--- config.mk ---
export PLATFORM = sky130hd
export DESIGN_NAME = inst_fetch
export DESIGN_NICKNAME = d
export VERILOG_FILES = /design/src/rtl/control_types.sv /design/src/rtl/pc_next.sv /design/src/rtl/inst_fetch.sv
export SDC_FILE = /design/constraint.sdc
export NUM_CORES = 1
export LEC_CHECK = 0
export CAP_MARGIN = 15
export CORE_MARGIN = 1.5
export CORE_UTILIZATION = 48
export CTS_BUF_LIST = sky130_fd_sc_hd__clkbuf_4 sky130_fd_sc_hd__clkbuf_8
export DETAILED_ROUTE_END_ITERATION = 7
export PLACE_DENSITY = 0.94
export SYNTH_ARGS = -nofsm -noshare
export SYNTH_HDL_FRONTEND = slang
export SYNTH_SLANG_ARGS = --single-unit
--- constraint.sdc ---
create_clock -name clk -period 4.8 [get_ports clk]
set_input_delay 0.48 -clock clk [delete_from_list [all_inputs] [get_ports clk]]
set_output_delay 0.48 -clock clk [all_outputs]
set_load 0.05 [all_outputs]
--- src/rtl/control_types.sv ---
// Shared control-path types: PC source select, fetch FSM encoding and the NOP word.
package control_types;

    typedef enum logic {
        PC_FOUR = 1'b0,
        ALU_OUT = 1'b1
    } pc_ctrl;

    typedef logic [1:0] fetch_state_t;

    localparam fetch_state_t S_IDLE  = 2'd0;
    localparam fetch_state_t S_REQ   = 2'd1;
    localparam fetch_state_t S_HOLD  = 2'd2;
    localparam fetch_state_t S_FAULT = 2'd3;

    // addi x0, x0, 0
    localparam logic [31:0] NOP = 32'h0000_0013;

endpackage

--- src/rtl/pc_next.sv ---
// Next-PC selection and misalignment detection for the fetch unit.
module pc_next
    import control_types::*;
(
    input  logic [31:0] i_pc,
    input  pc_ctrl      i_pc_sel,
    input  logic [31:0] i_alu_out,
    output logic [31:0] o_next_pc,
    output logic        o_misaligned
);

    always_comb begin
        o_next_pc = i_pc + 32'd4;
        // Jump targets drop bit 0; bit 1 set means not word-aligned.
        if (i_pc_sel == ALU_OUT)
            o_next_pc = i_alu_out & ~32'd1;
        o_misaligned = o_next_pc[1];
    end

endmodule

--- src/rtl/inst_fetch.sv ---
// Single-outstanding instruction fetch: request a word, hold it until retired,
// then advance the PC; a misaligned target or a missing ack parks the unit in FAULT.
module inst_fetch
    import control_types::*;
#(
    parameter logic [31:0] RESET_PC    = 32'h0000_0000,
    parameter int          ACK_TIMEOUT = 16
) (
    input  logic        clk,
    input  logic        rst_n,
    output logic        imem_req,
    output logic [31:0] imem_addr,
    input  logic        imem_ack,
    input  logic [31:0] imem_rdata,
    input  logic        retire,
    input  pc_ctrl      pc_sel,
    input  logic [31:0] alu_out,
    output logic [31:0] pc,
    output logic [31:0] pc_four,
    output logic [4:0]  opcode,
    output logic [3:0]  inst,
    output logic [31:0] instr,
    output logic        instr_vld,
    output logic        fetch_err,
    output logic [31:0] fetch_cnt
);

    localparam int TW = $clog2(ACK_TIMEOUT + 1);

    fetch_state_t   r_state;
    logic [31:0]    r_pc;
    logic [31:0]    r_instr;
    logic           r_err;
    logic [31:0]    r_fetch_cnt;
    logic [TW-1:0]  r_to_cnt;

    logic [31:0]    w_next_pc;
    logic           w_misaligned;

    pc_next u_pc_next (
        .i_pc         (r_pc),
        .i_pc_sel     (pc_sel),
        .i_alu_out    (alu_out),
        .o_next_pc    (w_next_pc),
        .o_misaligned (w_misaligned)
    );

    // NOTE: all state uses non-blocking assignments so every branch sees pre-edge values.
    always_ff @(posedge clk) begin
        if (!rst_n) begin
            r_state     <= S_IDLE;
            r_pc        <= RESET_PC;
            r_instr     <= NOP;
            r_err       <= 1'b0;
            r_fetch_cnt <= '0;
            r_to_cnt    <= '0;
        end else begin
            case (r_state)
                S_IDLE: begin
                    r_state  <= S_REQ;
                    r_to_cnt <= '0;
                end
                S_REQ: begin
                    // Ack wins over the timeout on the last allowed cycle.
                    if (imem_ack) begin
                        r_instr <= imem_rdata;
                        r_state <= S_HOLD;
                    end else if (r_to_cnt == TW'(ACK_TIMEOUT - 1)) begin
                        r_state <= S_FAULT;
                        r_err   <= 1'b1;
                    end else begin
                        r_to_cnt <= r_to_cnt + TW'(1);
                    end
                end
                S_HOLD: begin
                    if (retire) begin
                        r_pc        <= w_next_pc;
                        r_fetch_cnt <= r_fetch_cnt + 32'd1;
                        r_to_cnt    <= '0;
                        if (w_misaligned) begin
                            r_state <= S_FAULT;
                            r_err   <= 1'b1;
                        end else begin
                            r_state <= S_REQ;
                        end
                    end
                end
                default: r_state <= S_FAULT;
            endcase
        end
    end

    assign imem_req  = (r_state == S_REQ);
    assign imem_addr = r_pc;
    assign pc        = r_pc;
    assign pc_four   = r_pc + 32'd4;
    assign opcode    = r_instr[6:2];
    assign inst      = {r_instr[30], r_instr[14:12]};
    assign instr     = r_instr;
    assign instr_vld = (r_state == S_HOLD);
    assign fetch_err = r_err;
    assign fetch_cnt = r_fetch_cnt;

endmodule

==> impl_metrics.ini, run 1 <==
[clock_network]
cts_tree = done
cts_resized = 0
clkLatencyLatePin_ns = 0.38
htree_levels = 3
cts_hold_buf = 0
root_buffer = clkbuf_8
cts_buffers = 9
cts_setup_buffers = 0
clk_path_buf_depth = 2
clk_pin_slew_ns = 0.11
cts_num_sinks = 103

[global_route]
grt_max_degree = 66
grt_pass1_vias = 5201
antenna_found_initial = 0
grt_pass1_wl_um = 25600
track_usage = 0.248
gr-total-overflow = 0

[power]
vdd.ir_drop.worst_v = 0.000232
power_mw = 1.79
power_density_nw_per_um2 = 227
power_leakage_nw = 2.84

[final_layout]
area_delta_synth_final_pct = 39.4
final_cell_mix = clkdlybuf4s50_1 (235), nand2_1 (112), dfxtp_1 (103), a21oi_1 (57), nor2_1 (56)
fin_area_sq_um = 7870
drive_gt1_frac = 0.0492
fin_cells = 1017
nets = 942
num_antenna_cells = 0
final_common_cell = clkdlybuf4s50_1
finish.utilization = 0.689

[route]
drt_wl_total_um = 16000
wl_met1_um = 6720
top_layer = met4
dr_wl_met2_um = 7890
first_pass_iters = 5
drc = 0
drtIter0Drc = 344
drtAntennaViolNets = 0
vias = 5640
wl_per_cell_um = 15.7
met3RoutedLength_um = 1170
viasPerCell = 5.55

[setup_path]
reg2regPathDepth = 6
cpMaxStageDelayCell = clkdlybuf4s50_1
critical_path_arrival_ns = 3.21
worst_setup_path_end_kind = output pin
max_stage_delay_ns = 0.82
cp_cell_sequence = ha_1, nand3_1, nor3_4, nand3_1, xnor2_1, clkdlybuf4s50_1
crit_family = simple AND/OR/NAND/NOR gates
path_depth = 6
cp_data_required_time_ns = 4.32
crit_path_start_kind = flip-flop
critPathKind = reg2out
crit_top_cell = nand3_1
critical_path_buf_inv_count = 1
critPathMaxFanout = 12

[sta]
slew_headroom = 0.250
hold-worst-slack_ns = 0.461
period_share = 0.768
fin_worst_skew_ns = 0.0129
fin_tns_setup_ns = 0
rsz0062_at_grt = false
fin_crit_ns = 3.69
clock.fmax_mhz = 271
fin_ws_ns = 1.11
final_hold_viol_count = 0
drv_slew = 0
setup_viol = 0
worst_pin_slew_ns = 1.13

[yosys]
synth_area_sq_um = 5640
synth_top_area_share = 0.365
yosysSeqAreaShare = 0.365
synthFlopType = dfxtp_1
synth_cell_types = 63
ys_warn_count = 0
postSynthCellCount = 709
synth_edf_count = 0
synthTopCellsByArea = dfxtp_1 (37%), nand2_1 (7.4%), buf_4 (5.9%)
async_flop_share = 0
post-synth-top-area-cell = dfxtp_1
syn_avg_cell_area_sq_um = 7.96
ys_ff_latch = 103

[place]
hpwl_um = 11300
post-place-ws_ns = 1.56
place.gp.congestion = 0.837
place_inst = 1001
place_area_sq_um = 7680
io_buffer_count = 236

[floorplan]
rows = 39
initial_utilization = 0.494
die_h_um = 111
io_pins = 241
dieArea_sq_um = 12400
die_w_um = 111
coreArea_sq_um = 11400

[worst_hold_path]
whs_path_depth = 2
min_path_type = reg2reg

[job]
maxCapViolCount = 0

[outcome]
status = completed
[layer usage]
metal  vias to the layer above  global-route usage
met3                        17              0.0555
met4                         0              0.0751
met1                      2660               0.307
met2                       228               0.433
met5                         -                   0
li1                       2735                   -
[cells by family after synthesis]
family                   share of synthesized area
AND/OR/NAND/NOR                              0.296
AO/OA/AOI/OAI                                0.133
flip-flops                                   0.365
buffers and inverters                        0.101
XOR/XNOR                                    0.0885
adder cells (fa/ha/maj)                    0.00887
multiplexers                               0.00732
other                                     0.000664
[layout make-up]
type | instances | area, sq um
Clock buffer | 9 | 124
Clock inverter | 7 | 62.6
Fill cell | 882 | 3550
Inverter | 7 | 26.3
Multi-Input combinational cell | 507 | 3020
Sequential cell | 103 | 2060
Tap cell | 143 | 179
Timing Repair Buffer | 241 | 2390
[tightest hold or removal path, cell delays in order, from the launching register on]
cell     delay, ns
dfxtp_1       0.33
nand2_1       0.05
a21oi_1       0.05
[sequential cells by signal, summed over array words and instances (netlist names)]
signal	cells
imem_addr	31
instr	32
r_to_cnt	5
fetch_cnt	32
r_state	2
fetch_err	1
[synthesized netlist by cell type, types with 5 or more instances]
cell	count
xnor2_1	23
and3_1	14
o211ai_1	5
dfxtp_1	103
o31ai_1	5
a21oi_1	57
nand3_1	41
nor4_1	5
or4_1	6
and4_1	10
buf_4	44
nand4_1	19
buf_2	12
nor2_1	56
a31oi_1	7
o21ai_0	20
xor2_1	34
buf_1	5
inv_1	7
clkbuf_1	31
nand2b_1	8
nand2_1	112
nor3_1	9
[final timing paths]
path	slack, ns	endpoint	from
setup / recovery	1.11	pc_four[26]	imem_addr[2]
hold / removal	0.46	instr[9]	instr[9]
setup reg to reg	2.27	imem_addr[22]	imem_addr[2]
hold reg to reg	0.46	instr[9]	instr[9]
[power by group]
part / switching [mW] / total [mW] / internal, mW
logic: 0.221 / 0.357 / 0.136
clock network: 0.330 / 0.531 / 0.201
registers: 0.0240 / 0.901 / 0.877
total: 0.575 / 1.79 / 1.21
(Power assumes the default switching activity.)
==> run 2, diff against run 1 <==
- CORE_UTILIZATION: 48 -> 44
- PLACE_DENSITY: 0.94 -> 0.88
- clock period: 4.8 -> 3.8 ns (I/O delays scaled with it)
==> run 2 against run 1 <==
  * Non-clock buffer count rose by 2
  * Register-to-register slack worse by 0.96 ns
  * Clock skew decreased by 0.0012 ns
  * Combinational power rose by 27%
  * Critical path type unchanged
  * Clock power grew 27%
  * Die area grew 8.8%
  * Via count rose by 0.50%
  * Sequential share of layout area shrank 0.20 points
  * Cell count increased by 3.0%
  * Cell area up 0.78%
  * Critical endpoint unchanged
==> impl_metrics.ini, run 2 (synthesis results as in run 1) <==
[outcome]
status = completed

[clock_network]
cts_buffers = 9
cts_hold_buf = 0
root_buffer = clkbuf_8
htree_levels = 3
cts_tree = done
cts_num_sinks = 103
clk_path_buf_depth = 2
clk_pin_slew_ns = 0.11
cts_resized = 0
cts_setup_buffers = 0
clkLatencyLatePin_ns = 0.39

[power]
p_switching_uw = 713
power_frac_clock = 0.297
power_leakage_nw = 2.85
power_density_nw_per_um2 = 285
p_comb_frac = 0.200
p_seq_frac = 0.502
p_int_mw = 1.55
vdd.ir_drop.worst_v = 0.000281
p_sw_frac = 0.315

[floorplan]
io_pins = 241
rows = 41
die_h_um = 116
coreArea_sq_um = 12600
initial_utilization = 0.449
die_w_um = 116
dieArea_sq_um = 13500

[global_route]
grt_pass1_wl_um = 24900
grt_max_degree = 60
antenna_found_initial = 0
grt_pass1_vias = 5129
track_usage = 0.232
gr-total-overflow = 0

[sta]
fin_tns_setup_ns = 0
setup_viol = 0
worst_pin_slew_ns = 1.05
hold-worst-slack_ns = 0.459
drv_slew = 0
clock.fmax_mhz = 281
fin_crit_ns = 3.56
rsz0062_at_grt = false
slew_headroom = 0.295
fin_ws_ns = 0.240
final_hold_viol_count = 0
period_share = 0.937
fin_worst_skew_ns = 0.0117

[final_layout]
fin_cells = 1048
drive_gt1_frac = 0.0514
final-seq-area_sq_um = 2060
fin_area_sq_um = 7930
fillCellCount = 1063
num_antenna_cells = 0
multi_input_area_sq_um = 3020
nets = 944
area_delta_synth_final_pct = 40.5
final_cell_mix = clkdlybuf4s50_1 (235), nand2_1 (112), dfxtp_1 (103), a21oi_1 (57), nor2_1 (56)
final_common_cell = clkdlybuf4s50_1

[job]
maxCapViolCount = 0

[route]
first_pass_iters = 5
drtIter0Drc = 495
drt_wl_total_um = 16000
drtAntennaViolNets = 0
viasPerCell = 5.41
drc = 0
wl_per_cell_um = 15.3
vias = 5668

[setup_path]
worst_setup_path_end_kind = output pin
cpMaxStageDelayCell = clkdlybuf4s50_1
critPathMaxFanout = 12
crit_family = simple AND/OR/NAND/NOR gates
r2r-start = imem_addr[2]
max_stage_delay_ns = 0.81
crit_top_cell = nand3_1
critical_path_buf_inv_count = 1
critical_path_arrival_ns = 3.18
critPathKind = reg2out
crit_path_start_kind = flip-flop
cp_cell_sequence = ha_1, nand3_1, nor3_4, nand3_1, xnor2_1, clkdlybuf4s50_1
crit_start = imem_addr[2]
cp_data_required_time_ns = 3.42

[place]
hpwl_um = 11400
io_buffer_count = 236
post-place-ws_ns = 0.681
place.gp.congestion = 0.795
place_inst = 1032
place_area_sq_um = 7750

[worst_hold_path]
min_path_type = reg2reg
min_from = instr[20]
run 2: power groups by stage:
stage | registers [mW] | clock network, mW | logic, mW
after CTS | 1.14 | 0.693 | 0.456
final | 1.14 | 0.673 | 0.454
after detailed placement | 1.16 | 0 | 0.454
after global routing | 1.14 | 0.738 | 0.482
after global placement | 1.16 | 0 | 0.450
after floorplan | 1.24 | 0 | 0.208
run 2: worst paths after layout:
check / endpoint / slack (ns) / cells after the start
min reg2reg: instr[20] / 0.46 / 2
max: pc_four[26] / 0.24 / 6
max reg2reg: imem_addr[28] / 1.31 / 6
min: instr[20] / 0.46 / 2
run 2: worst register-to-register path, stage by stage, from the launching register on:
cell     delay, ns
dfxtp_1       0.51
ha_1          0.37
nand3_1       0.19
nor3_4        0.50
nand4_2       0.21
or4_1         0.50
a31oi_1       0.14
run 2: per-layer routing:
metal  vias to the layer above  GRT usage  part of all wire  wire length (um)
li1                       2743          -                 -                 -
met1                      2674      0.278              0.42              6660
met2                       226      0.396              0.49              7780
met3                        25     0.0643             0.076              1220
met4                         0     0.0878             0.021               333
met5                         -          0                 0                 0
run 2: stage by stage:
step	util	power [mW]
floorplan	-	1.45
global placement	0.616	1.61
detailed placement	0.616	1.62
CTS	0.631	2.29
global route	0.631	2.36
finish	0.631	2.26
run 2: layout make-up:
class	count	area share
Clock buffer	11	0.0183
Timing Repair Buffer	243	0.305
Sequential cell	103	0.260
Clock inverter	5	0.00489
Multi-Input combinational cell	507	0.381
Inverter	7	0.00331
Tap cell	172	0.0271
==> run 3, diff against run 2 <==
- RECOVER_POWER: not set -> 25
- SETUP_SLACK_MARGIN: not set -> 0.3
- SLEW_MARGIN: not set -> 20
==> run 3 against run 2 <==
  * The flow now finishes with violations (max-capacitance violations, max-slew violations)
  * Hold slack got worse by 0.0034 ns
  * Clock skew fell by 0.0012 ns
  * Sequential power barely moved
  * Via count fell by 0.18%
  * Clock-buffer cell count did not move
  * Maximum frequency rose by 4.3%
  * Non-clock buffer count rose by 3
  * Utilization rose by 0.25 points
  * Power fell by 0.54%
  * Clock power fell by 0.6%
  * Sequential share of layout area fell by 0.10 points
  * Register-to-register slack got worse by 0.32 ns
  * Critical endpoint is now pc_four[16]
  * Largest cell class unchanged
  * Largest power group unchanged
  * Highest routed layer unchanged
==> impl_metrics.ini, run 3 (synthesis results as in run 1) <==
[outcome]
status = complete, but fails checks
violations = max-capacitance violations, max-slew violations

[global_route]
antenna_found_initial = 0
grt_pass1_wl_um = 25000
gr-total-overflow = 0
track_usage = 0.232
grt_pass1_vias = 5147
grt_max_degree = 60

[sta]
fin_ws_ns = 0.386
fin_worst_skew_ns = 0.0105
period_share = 0.899
fin_tns_setup_ns = 0
fin_crit_ns = 3.41
rsz0062_at_grt = true
hold-worst-slack_ns = 0.455
drv_slew = 44
worst_pin_slew_ns = 1.96
setup_viol = 0
clock.fmax_mhz = 293
slew_headroom = -0.306
final_hold_viol_count = 0

[final_layout]
nets = 947
fin_area_sq_um = 7960
area_delta_synth_final_pct = 41.1
final_common_cell = clkdlybuf4s50_1
final_cell_mix = clkdlybuf4s50_1 (203), nand2_1 (112), dfxtp_1 (103), a21oi_1 (57), nor2_1 (56)
fillCellCount = 1061
drive_gt1_frac = 0.0535

[setup_path]
crit_family = buffers and inverters
critical_path_buf_inv_count = 1
worstReg2RegEnd = imem_addr[21]
critPathMaxFanout = 9
critical_path_arrival_ns = 3.03
cpMaxStageDelayCell = clkdlybuf4s50_1
reg2regPathDepth = 5
cp_cell_sequence = ha_1, nand3_1, nor4_1, xor2_1, clkdlybuf4s50_1
critPathKind = reg2out
crit_path_start_kind = flip-flop
r2r_setup_slack_ns = 0.99
r2r-start = r_state[1]
worst_setup_path_end_kind = output pin
max_stage_delay_ns = 0.81
cp_data_required_time_ns = 3.42

[route]
drt_wl_total_um = 16100
drc = 0
wl_per_cell_um = 15.3
vias = 5658
first_pass_iters = 5
drtAntennaViolNets = 0
viasPerCell = 5.38
drtIter0Drc = 531

[worst_hold_path]
min_path_type = reg2reg
whs_path_depth = 2
min_from = instr[20]
hold_end = instr[20]

[floorplan]
die_h_um = 116
coreArea_sq_um = 12600
dieArea_sq_um = 13500
initial_utilization = 0.449
die_w_um = 116
io_pins = 241
rows = 41

[clock_network]
cts_hold_buf = 0
cts_num_sinks = 103
clk_pin_slew_ns = 0.11
cts_tree = done
root_buffer = clkbuf_8
cts_buffers = 9
clk_path_buf_depth = 2
htree_levels = 3
clkLatencyLatePin_ns = 0.38

[place]
post-place-ws_ns = 0.681
io_buffer_count = 236
place.gp.congestion = 0.795
place_area_sq_um = 7750
hpwl_um = 11400

[power]
power_mw = 2.25
power_density_nw_per_um2 = 283
power_leakage_nw = 3.00
vdd.ir_drop.worst_v = 0.000279

[job]
maxCapViolCount = 1
==> run 3: cell types whose count changed in the layout (fill, tap and decap cells not counted), moves of 2 or more <==
| cell | change |
|---|---|
| dlymetal6s2s_1 | +4 |
| clkbuf_2 | +2 |
| clkdlybuf4s50_1 | -32 |
| dlygate4sd3_1 | +27 |
==> run 3: through the flow <==
step,utilization,instances
after floorplan,-,711
after global placement,0.616,1032
after detailed placement,0.616,1032
after CTS,0.634,1051
after global routing,0.633,1051
final,0.634,1052
==> run 3: worst max path at each step <==
stage,start,endpoint,depth (start not counted)
after floorplan,imem_addr[2],pc_four[20],6
after global placement,imem_addr[2],pc_four[26],6
after detailed placement,imem_addr[2],pc_four[20],7
after CTS,imem_addr[2],pc_four[18],6
after global routing,imem_addr[2],pc_four[16],5
final,imem_addr[2],pc_four[16],5
==> run 3: what timing repair did <==
action / 4_1_cts / 5_1_grt
endpoints found under the setup margin: 4 / 6
resized for setup: 1 / 5
setup buffers: 3 / 0
pin swaps: 1 / 0
cloned: 0 / 0
==> run 3: per-layer routing <==
layer / share of wire / GRT usage / vias up
met4: 0.015 / 0.0829 / 0
met2: 0.49 / 0.399 / 238
li1: - / - / 2750
met3: 0.081 / 0.0643 / 20
met5: 0 / 0 / -
met1: 0.41 / 0.279 / 2650
==> run 3: cell type report <==
class | count | area, sq um | area share
Antenna cell | 1 | 2.50 | 0.000314
Clock buffer | 11 | 145 | 0.0182
Clock inverter | 5 | 38.8 | 0.00487
Inverter | 7 | 26.3 | 0.00330
Multi-Input combinational cell | 507 | 3030 | 0.380
Sequential cell | 103 | 2060 | 0.259
Tap cell | 172 | 215 | 0.0270
Timing Repair Buffer | 246 | 2440 | 0.307
==> run 3: power by group <==
group / switching (mW) / total (mW) / internal (mW)
logic: 0.279 / 0.446 / 0.167
clock network: 0.400 / 0.669 / 0.269
registers: 0.0289 / 1.14 / 1.11
total: 0.708 / 2.25 / 1.54
==> run 3: tightest hold or removal path, stage by stage (launching register included) <==
cell	delay [ns]
dfxtp_1	0.32
nand2_1	0.05
a21oi_1	0.05
